[config.mk]
export PLATFORM = sky130hd
export DESIGN_NAME = jackpot_input
export DESIGN_NICKNAME = d
export VERILOG_FILES = /design/src/rtl/jackpot_pkg.sv /design/src/rtl/jackpot_input_sw_debounce.sv /design/src/rtl/jackpot_input.sv
export SDC_FILE = /design/constraint.sdc
export NUM_CORES = 1
export LEC_CHECK = 0
export ABC_CLOCK_PERIOD_IN_PS = 2600
export BUFFER_PORTS_ARGS = -buffer_cell sky130_fd_sc_hd__buf_4
export CAP_MARGIN = 20
export CORE_MARGIN = 2
export CORE_UTILIZATION = 55
export CTS_BUF_LIST = sky130_fd_sc_hd__clkbuf_8
export DETAILED_ROUTE_END_ITERATION = 10
export PLACE_DENSITY_LB_ADDON = 0.1
export SLEW_MARGIN = 20
export SYNTH_ARGS = -nofsm -noshare
export SYNTH_HDL_FRONTEND = slang
export SYNTH_HIERARCHICAL = 1
export SYNTH_SLANG_ARGS = --single-unit
[constraint.sdc]
create_clock -name CLOCK -period 2.6 [get_ports CLOCK]
set_input_delay 0.13 -clock CLOCK [delete_from_list [all_inputs] [get_ports CLOCK]]
set_output_delay 0.13 -clock CLOCK [all_outputs]
set_load 0.005 [all_outputs]
[src/rtl/jackpot_pkg.sv]
// Shared types and constants for the jackpot switch-input block.
// Defines the handshake state type, switch count, debounce sizing and an arbiter helper.
package jackpot_pkg;

  typedef enum logic {
    IDLE  = 1'b0,
    OFFER = 1'b1
  } state_t;

  localparam int NUM_SW           = 4;
  localparam int DEBOUNCE_DEFAULT = 1_250_000;
  localparam int CNT_W            = 22;

  // Lowest set bit wins, so simultaneous presses drain in ascending order.
  function automatic logic [1:0] lowest_index(input logic [NUM_SW-1:0] v);
    lowest_index = '0;
    for (int i = NUM_SW - 1; i >= 0; i--) begin
      if (v[i]) lowest_index = 2'(i);
    end
  endfunction

endpackage

[src/rtl/jackpot_input_sw_debounce.sv]
// Per-switch synchronizer, debounce counter, stable level register and rise pulse.
// Latency: stable follows a clean raw edge after 2+DEBOUNCE_CYCLES cycles; rise pulses with it.
// Backpressure: none; rise is a single-cycle pulse consumed by the parent arbiter.
module sw_debounce
  import jackpot_pkg::*;
#(
  parameter int DEBOUNCE_CYCLES = DEBOUNCE_DEFAULT
) (
  input  logic CLOCK,
  input  logic RESET,
  input  logic raw,
  output logic stable,
  output logic rise
);

  localparam logic [CNT_W-1:0] LAST = CNT_W'(DEBOUNCE_CYCLES - 1);

  logic             sync1;
  logic             sync2;
  logic [1:0]       fill;
  logic             armed;
  logic [CNT_W-1:0] cnt;

  // A switch must be seen low once the synchronizer holds real data before a
  // rise may count, so a switch held through reset yields no press event.
  always_ff @(posedge CLOCK) begin
    if (RESET) begin
      sync1  <= 1'b0;
      sync2  <= 1'b0;
      fill   <= 2'b00;
      armed  <= 1'b0;
      cnt    <= '0;
      stable <= 1'b0;
      rise   <= 1'b0;
    end else begin
      sync1 <= raw;
      sync2 <= sync1;
      fill  <= {fill[0], 1'b1};
      rise  <= 1'b0;
      if (fill[1] && !sync2 && !stable) armed <= 1'b1;
      if (sync2 == stable) begin
        cnt <= '0;
      end else if (cnt == LAST) begin
        cnt    <= '0;
        stable <= ~stable;
        rise   <= ~stable & armed;
      end else begin
        cnt <= cnt + CNT_W'(1);
      end
    end
  end

endmodule

[src/rtl/jackpot_input.sv]
// Debounced switch inputs turned into press events for the game core (OVERRUN under JACKPOT_INPUT_OVERRUN_EN).
// Latency: PRESS_VALID rises one cycle after the STABLE_SW rise; one idle cycle between events.
// Backpressure: PRESS_INDEX holds until PRESS_READY; one pending slot per switch, repeats merge.
module jackpot_input
  import jackpot_pkg::*;
#(
  parameter int DEBOUNCE_CYCLES = DEBOUNCE_DEFAULT
) (
  input  logic              CLOCK,
  input  logic              RESET,
  input  logic [NUM_SW-1:0] SWITCHES,
  output logic [NUM_SW-1:0] STABLE_SW,
  output logic              PRESS_VALID,
  output logic [1:0]        PRESS_INDEX,
  input  logic              PRESS_READY
`ifdef JACKPOT_INPUT_OVERRUN_EN
  ,
  output logic              OVERRUN
`endif
);

  state_t            state;
  logic [NUM_SW-1:0] rise;
  logic [NUM_SW-1:0] pending;
  logic [NUM_SW-1:0] pend_eff;
  logic [NUM_SW-1:0] clr_mask;

  for (genvar i = 0; i < NUM_SW; i++) begin : g_sw
    sw_debounce #(
      .DEBOUNCE_CYCLES(DEBOUNCE_CYCLES)
    ) u_deb (
      .CLOCK  (CLOCK),
      .RESET  (RESET),
      .raw    (SWITCHES[i]),
      .stable (STABLE_SW[i]),
      .rise   (rise[i])
    );
  end

  // Rises are visible to the arbiter in the cycle they occur.
  always_comb begin
    pend_eff = pending | rise;
    clr_mask = '0;
    if (state == OFFER && PRESS_READY) clr_mask[PRESS_INDEX] = 1'b1;
  end

  always_ff @(posedge CLOCK) begin
    if (RESET) begin
      state       <= IDLE;
      PRESS_VALID <= 1'b0;
      PRESS_INDEX <= '0;
      pending     <= '0;
    end else begin
      pending <= (pending & ~clr_mask) | rise;
      case (state)
        IDLE: begin
          if (|pend_eff) begin
            PRESS_INDEX <= lowest_index(pend_eff);
            PRESS_VALID <= 1'b1;
            state       <= OFFER;
          end
        end
        OFFER: begin
          if (PRESS_READY) begin
            PRESS_VALID <= 1'b0;
            state       <= IDLE;
          end
        end
        default: begin
          PRESS_VALID <= 1'b0;
          state       <= IDLE;
        end
      endcase
    end
  end

`ifdef JACKPOT_INPUT_OVERRUN_EN
  // A rise racing the transfer of the same bit simply re-arms it, so it is not an overrun.
  always_ff @(posedge CLOCK) begin
    if (RESET) OVERRUN <= 1'b0;
    else if (|(rise & pending & ~clr_mask)) OVERRUN <= 1'b1;
  end
`else
  // Repeated presses on a pending switch merge silently.
`endif

endmodule
After elaboration in Yosys (flattened, before gate mapping)
Cells that the tools add are included.
{ "word_totals": {"regBits": 124, "input_bits": 7, "output_inout_bits": 7, "elab_cells": 123} }
{ "op_classes": {"addsub": 4, "n_lt_le_gt_ge": 2, "n_eq_ne": 10, "mux": 17, "bitwise_logic": 21, "reduce_logical": 33} }
{ "op_table": {"columns": ["op", "n"], "rows": [
  ["adder 22 x 1 -> 22 bit (second input constant)", 4],
  ["== test 22 x 21 -> 1 bit (second input constant)", 4],
  ["OR reduction 3 bit", 8],
  ["inverter 1 bit", 13],
  ["AND reduction 2 bit", 6],
  ["logical AND 1 bit", 10],
  ["two-way mux 1 bit", 9],
  ["zero test 1 bit", 8],
  ["two-way mux 2 bit", 4],
  ["bitwise OR 4 bit", 2],
  ["bitwise AND 1 bit", 4],
  ["bitwise AND 4 bit", 1],
  ["== test 1 bit", 4],
  ["two-way mux 4 bit", 1],
  ["!= test 2 bit (second input constant)", 2],
  ["inverter 4 bit", 1],
  ["case mux 1 bit (2 select lines)", 2],
  ["OR reduction 4 bit", 1],
  ["< comparator 2 x 3 -> 1 bit (second input constant)", 1],
  ["demux 1 bit (select 2 bit)", 1],
  ["greater-or-equal comparator 2 x 1 -> 1 bit (second input constant)", 1]
]} }

Longest topological paths before layout
{ "depth": {"word_depth": 8, "depth_mapped": 6, "depth_no_buf": 5} }

Cells and area by module
The synthesis kept the hierarchy.
{ "by_module_without_submodules": {"columns": ["module", "n_inst", "cells_each", "area_each_um2", "seq_area_each_um2"], "rows": [
  ["sw_debounce (g_sw[0].u_deb ...)", 2, 145, 1278.7, 580.6],
  ["sw_debounce (g_sw[1].u_deb)", 1, 146, 1291.2, 580.6],
  ["sw_debounce (g_sw[3].u_deb)", 1, 143, 1257.5, 580.6],
  ["jackpot_input", 1, 41, 346.6, 160.2]
]} }

Worst setup path after synthesis
OpenSTA, ideal clock, no wires.
{ "synth_path": {"path_kind": "flip-flop to flip-flop", "startpoint": "reg g_sw[0].u_deb.cnt[0]", "endpoint": "reg g_sw[0].u_deb.cnt[20]", "arrival_time_ps": 1770, "t_required_ps": 2530, "slack_ps": 760, "path_stages_with_launch": 6, "n_path_buf": 0, "period_less_slack_ps": 1840, "path_cell_list": "dfxtp_1 > ha_1 > nand3_1 > or4_1 > or3_1 > a21oi_1"} }
{ "synth_via": {"elab_chain_len": 2} }
{ "synth_rtl": {"columns": ["element", "line", "rtl"], "rows": [
  ["start, declared", "jackpot_input_sw_debounce.sv:22", "logic [CNT_W-1:0] cnt;"],
  ["start signal, assigned", "jackpot_input_sw_debounce.sv:48", "cnt <= cnt + CNT_W'(1);"],
  ["branches (longest 2 deep; another with adder 22 x 1 -> 22 bit)", null, null]
]} }
Several ways; the timed one is not identified.
A chain may end at the register's enable or synchronous reset.

Worst setup path after layout
Same ends and word-level chain as after synthesis.

==> impl_results.rst <==
.. list-table::
   :header-rows: 1

   * - Metric
     - Value
   * - Proportion of synthesized area in mux cells
     - less than 1%
   * - Main flop type after synthesis
     - sky130_fd_sc_hd__dfxtp_1
   * - Synthesized netlist cell count
     - 620
   * - Area leader, netlist
     - sky130_fd_sc_hd__dfxtp_1
   * - Count of different cell masters after synthesis
     - 43
   * - Count of endpoints failing hold in the final timing report
     - 0
   * - Number of global-route vias before repair
     - 4001
   * - Worst R2R Start
     - g_sw[0].u_deb/cnt[0]
   * - Class of the most critical setup path
     - reg -> reg
   * - Height of the die
     - around 100 um
   * - Inserted Clock Buffers
     - 17
   * - Data required time of the worst path
     - a little under 3 ns
   * - Number of enable flip-flop cells after synthesis
     - 0
   * - Largest net degree at the start of global routing
     - 40
   * - Maximum clock skew at final layout
     - 0.00903 ns
   * - Number of pins exceeding their max-slew limit in the final report
     - 0
   * - Worst-skew pair later-pin latency
     - 0.43 ns
   * - Final layout net count
     - around 650
   * - Setup slack of the critical path after layout
     - 0.561 ns
   * - R2r endpoint
     - g_sw[0].u_deb/cnt[20]
   * - Seq. cell area
     - 2480 sq um
   * - Initial antenna violation count
     - 0
   * - Post-route DRC
     - 0
   * - VDD IR-drop max
     - 0.000432 V
   * - PostCTS Resize Cnt
     - 0
   * - TritonCTS clock tree
     - done
   * - Setup Total Neg Slack
     - 0 ns
   * - Number of iterations in the first detailed-routing pass
     - 4
   * - Diode insertion count for antenna repair
     - 0
   * - Unrepaired setup endpoints after global routing
     - no
   * - Placer congestion estimate
     - 0.800
   * - Core region area
     - slightly below 10000 sq um
   * - Complex-gate fraction of the synthesized area
     - 6.59%
   * - GRT Util Overall
     - roughly a fifth
   * - Main area contributors after synthesis
     - sky130_fd_sc_hd__dfxtp_1 (46%), sky130_fd_sc_hd__xnor2_1 (8.4%), sky130_fd_sc_hd__nor2_1 (6.7%)
   * - Area post-placement
     - 5660 sq um
   * - Placed wire-length estimate after detailed placement
     - 6780 um
   * - Multi-input logic area
     - between 2000 and 3000 sq um
   * - Final total power
     - 3.76 mW
   * - Maximum clock path buffer count
     - 2
   * - Final critical delay including setup and external delays
     - 2.04 ns
   * - Setup slack on the worst flop-to-flop path
     - 0.56 ns
   * - Quantity of I/O buffers inserted on ports
     - 13
   * - Startpoint of the lowest-slack hold path
     - RESET
   * - Clock-pin transition on the worst setup and hold timing paths
     - about 0.070 ns
   * - Share of the cycle needed by the critical path after routing
     - 78.4%
   * - Cell count of the worst hold path
     - 2
   * - Rel. slew slack
     - 61.9%
   * - Share of flip-flops with an asynchronous set or reset
     - 0%
   * - Flip-flop and latch count after synthesis
     - 124
   * - Setup repair bufs after CTS
     - 0
   * - Endpoint with the worst hold slack
     - g_sw[2].u_deb/fill[0]
   * - Share of the yosys chip area belonging to registers
     - between 40% and 50%
   * - Placed cells
     - 751
   * - Layout Area Growth over Synthesis
     - 12.5%
   * - CTS HTree Levels
     - 4
   * - Initial cell density of the core
     - 56.3%
   * - Count of standard-cell rows
     - 36
   * - Worst Setup Slack post-DPL
     - just over 0.6 ns
   * - Post-Syn Area
     - 5450 sq um
   * - Root cell of the clock tree
     - sky130_fd_sc_hd__clkbuf_8
   * - Crit end category
     - register
   * - CP startpoint kind
     - register
   * - Maximum net fanout on the critical path
     - 7
   * - Filler-free cell count of the finished design
     - 788
   * - Final setup violation count
     - 0
   * - Mean routed wirelength per cell
     - 12.8 um
   * - Die Footprint
     - 10700 sq um
   * - Area share of the largest cell type after synthesis
     - between 40% and 50%
   * - Routed WL
     - between 10000 and 15000 um
   * - Via count
     - 4353
   * - First-pass GRT wire length
     - ~18000 um
   * - Cells on worst reg2reg path
     - 5
   * - Number of maximum-capacitance constraint violations
     - 0
   * - Critical Path AT
     - 2.40 ns
   * - Syn Area/Cell
     - 8.79 sq um
   * - Total clock sinks
     - 124
   * - Post-DR vias/cell
     - ~5.5
   * - P per Cell Area
     - 613 nW/um^2
   * - Final std cell area, no fill
     - 6140 sq um
   * - Leakage power
     - 1.91 nW
   * - Parity-gate share of the synthesized area counting xor and xnor cells
     - 9.64%
   * - Detailed router's first-iteration violation count
     - 133
   * - Post-synthesis simple-gate area fraction
     - 33.4%
   * - Worst hold path type
     - in -> reg
   * - Global route total overflow
     - 0
   * - Number of nets in the synthesized netlist
     - 631
   * - Share of cells above drive strength 1
     - 10.8%
   * - Remaining number of nets flagged by the antenna check after routing
     - 0
   * - Arithmetic-cell share of the synthesized area counting full adders, half adders and majority gates
     - less than 1%
   * - Maximum achievable frequency
     - 490 MHz
   * - Yosys warning count
     - 6
   * - Combinational family with the most area after synthesis
     - simple AND/OR/NAND/NOR gates
   * - Die extent in x
     - approximately 100 um
   * - Slew at the pin closest to its max-slew limit
     - 0.567 ns
   * - CTS Hold Buffers Added
     - 5
   * - Status
     - completed
   * - I/O pin cnt
     - 14
   * - Fill cell count
     - 862
-- synthesized netlist by cell type, types with 3 or more instances --
| cell type | instances |
|---|---|
| sky130_fd_sc_hd__buf_2 | 5 |
| sky130_fd_sc_hd__nor2_1 | 97 |
| sky130_fd_sc_hd__xnor2_1 | 52 |
| sky130_fd_sc_hd__or3_1 | 23 |
| sky130_fd_sc_hd__ha_1 | 4 |
| sky130_fd_sc_hd__or4_1 | 6 |
| sky130_fd_sc_hd__nand4b_1 | 9 |
| sky130_fd_sc_hd__a21oi_1 | 34 |
| sky130_fd_sc_hd__clkbuf_1 | 9 |
| sky130_fd_sc_hd__mux2i_1 | 3 |
| sky130_fd_sc_hd__nor3_1 | 20 |
| sky130_fd_sc_hd__nand3_1 | 22 |
| sky130_fd_sc_hd__nand4_2 | 7 |
| sky130_fd_sc_hd__xor2_1 | 8 |
| sky130_fd_sc_hd__buf_4 | 6 |
| sky130_fd_sc_hd__nand2_4 | 3 |
| sky130_fd_sc_hd__nand4_1 | 19 |
| sky130_fd_sc_hd__nor4b_1 | 12 |
| sky130_fd_sc_hd__nor3b_1 | 4 |
| sky130_fd_sc_hd__o21ai_0 | 22 |
| sky130_fd_sc_hd__dfxtp_1 | 124 |
| sky130_fd_sc_hd__o21ai_1 | 8 |
| sky130_fd_sc_hd__and3_1 | 8 |
| sky130_fd_sc_hd__and4b_1 | 3 |
| sky130_fd_sc_hd__and2_1 | 4 |
| sky130_fd_sc_hd__nor2b_1 | 12 |
| sky130_fd_sc_hd__nand2_1 | 32 |
| sky130_fd_sc_hd__inv_1 | 20 |
| sky130_fd_sc_hd__nor4_1 | 22 |
-- logic make-up after synthesis --
kind of cell    after synthesis
simple gates                318
flops                       124
compound gates               69
xor+xnor                     60
buf+inv                      42
fa+ha+maj                     4
mux                           3
-- worst max path at each step --
stage                                  to            startpoint  slack (ns)
floorplan           g_sw[0].u_deb/cnt[20]  g_sw[0].u_deb/cnt[0]        0.76
global placement    g_sw[2].u_deb/cnt[20]  g_sw[2].u_deb/cnt[0]        0.66
detailed placement  g_sw[0].u_deb/cnt[20]  g_sw[0].u_deb/cnt[0]        0.61
CTS                 g_sw[0].u_deb/cnt[20]  g_sw[0].u_deb/cnt[0]        0.56
global route        g_sw[3].u_deb/cnt[18]  g_sw[3].u_deb/cnt[0]        0.39
finish              g_sw[0].u_deb/cnt[20]  g_sw[0].u_deb/cnt[0]        0.56
-- cell type report --
cell class	instances	share of cell area, %
clock inverter	13	2.71
tap	133	2.71
sequential	124	40.5
inverter	20	1.22
timing repair buffer	25	3.26
clock buffer	19	4.26
multi-input combinational	454	45.4
-- metrics by stage --
step	hold slack, ns	utilization [%]
global route	0.0468	63.4
finish	0.0457	63.4
floorplan	0.187	-
detailed placement	0.344	58.4
global placement	0.339	58.4
CTS	0.0184	63.4
-- power breakdown --
group	total, mW	internal (mW)	switching [mW]	leakage, nW
combinational	0.0573	0.0260	0.0313	0.703
clock	1.78	1.00	0.776	0.202
sequential	1.93	1.92	0.00831	1.00
total	3.76	2.95	0.815	1.91
-- sequential cells by signal, indices dropped and copies added, names as in the netlist, 2 cells and up --
register           count
g_sw.u_deb/sync1       4
pending                4
g_sw.u_deb/stable      4
g_sw.u_deb/armed       4
PRESS_INDEX            2
g_sw.u_deb/rise        4
g_sw.u_deb/fill        8
g_sw.u_deb/sync2       4
g_sw.u_deb/cnt        88
-- routing by layer --
layer	global-route usage (%)	part of all wire [%]	vias to the layer above
met5	0	0	-
met1	26.2	49	2055
li1	-	-	2242
met3	7.74	2.9	5
met2	31.9	47	51
met4	6.27	0.69	0
-- worst max-delay path, stage by stage (launching register included) --
cell and delay [ns]:
sky130_fd_sc_hd__dfxtp_1 0.39, sky130_fd_sc_hd__ha_1 0.26, sky130_fd_sc_hd__nand3_1 0.25, sky130_fd_sc_hd__or4_1 0.62
sky130_fd_sc_hd__or3_1 0.32, sky130_fd_sc_hd__a21oi_1 0.14
-- layout by cell type (no fill, tap or decap), drive strengths merged, types with 9 or more instances in the layout --
cell    netlist  routed
dfxtp       124     124
a21oi        34      34
clkbuf        9      19
nand3        26      26
nand4        26      26
xnor2        52      52
nand4b        9       9
nand2        35      35
inv          20      23
or3          23      23
nor4b        12      12
nor2b        12      12
o21ai        31      31
buf          13      20
nor2         97      97
nor3         20      20
nor4         24      24
(Power assumes the default switching activity.)
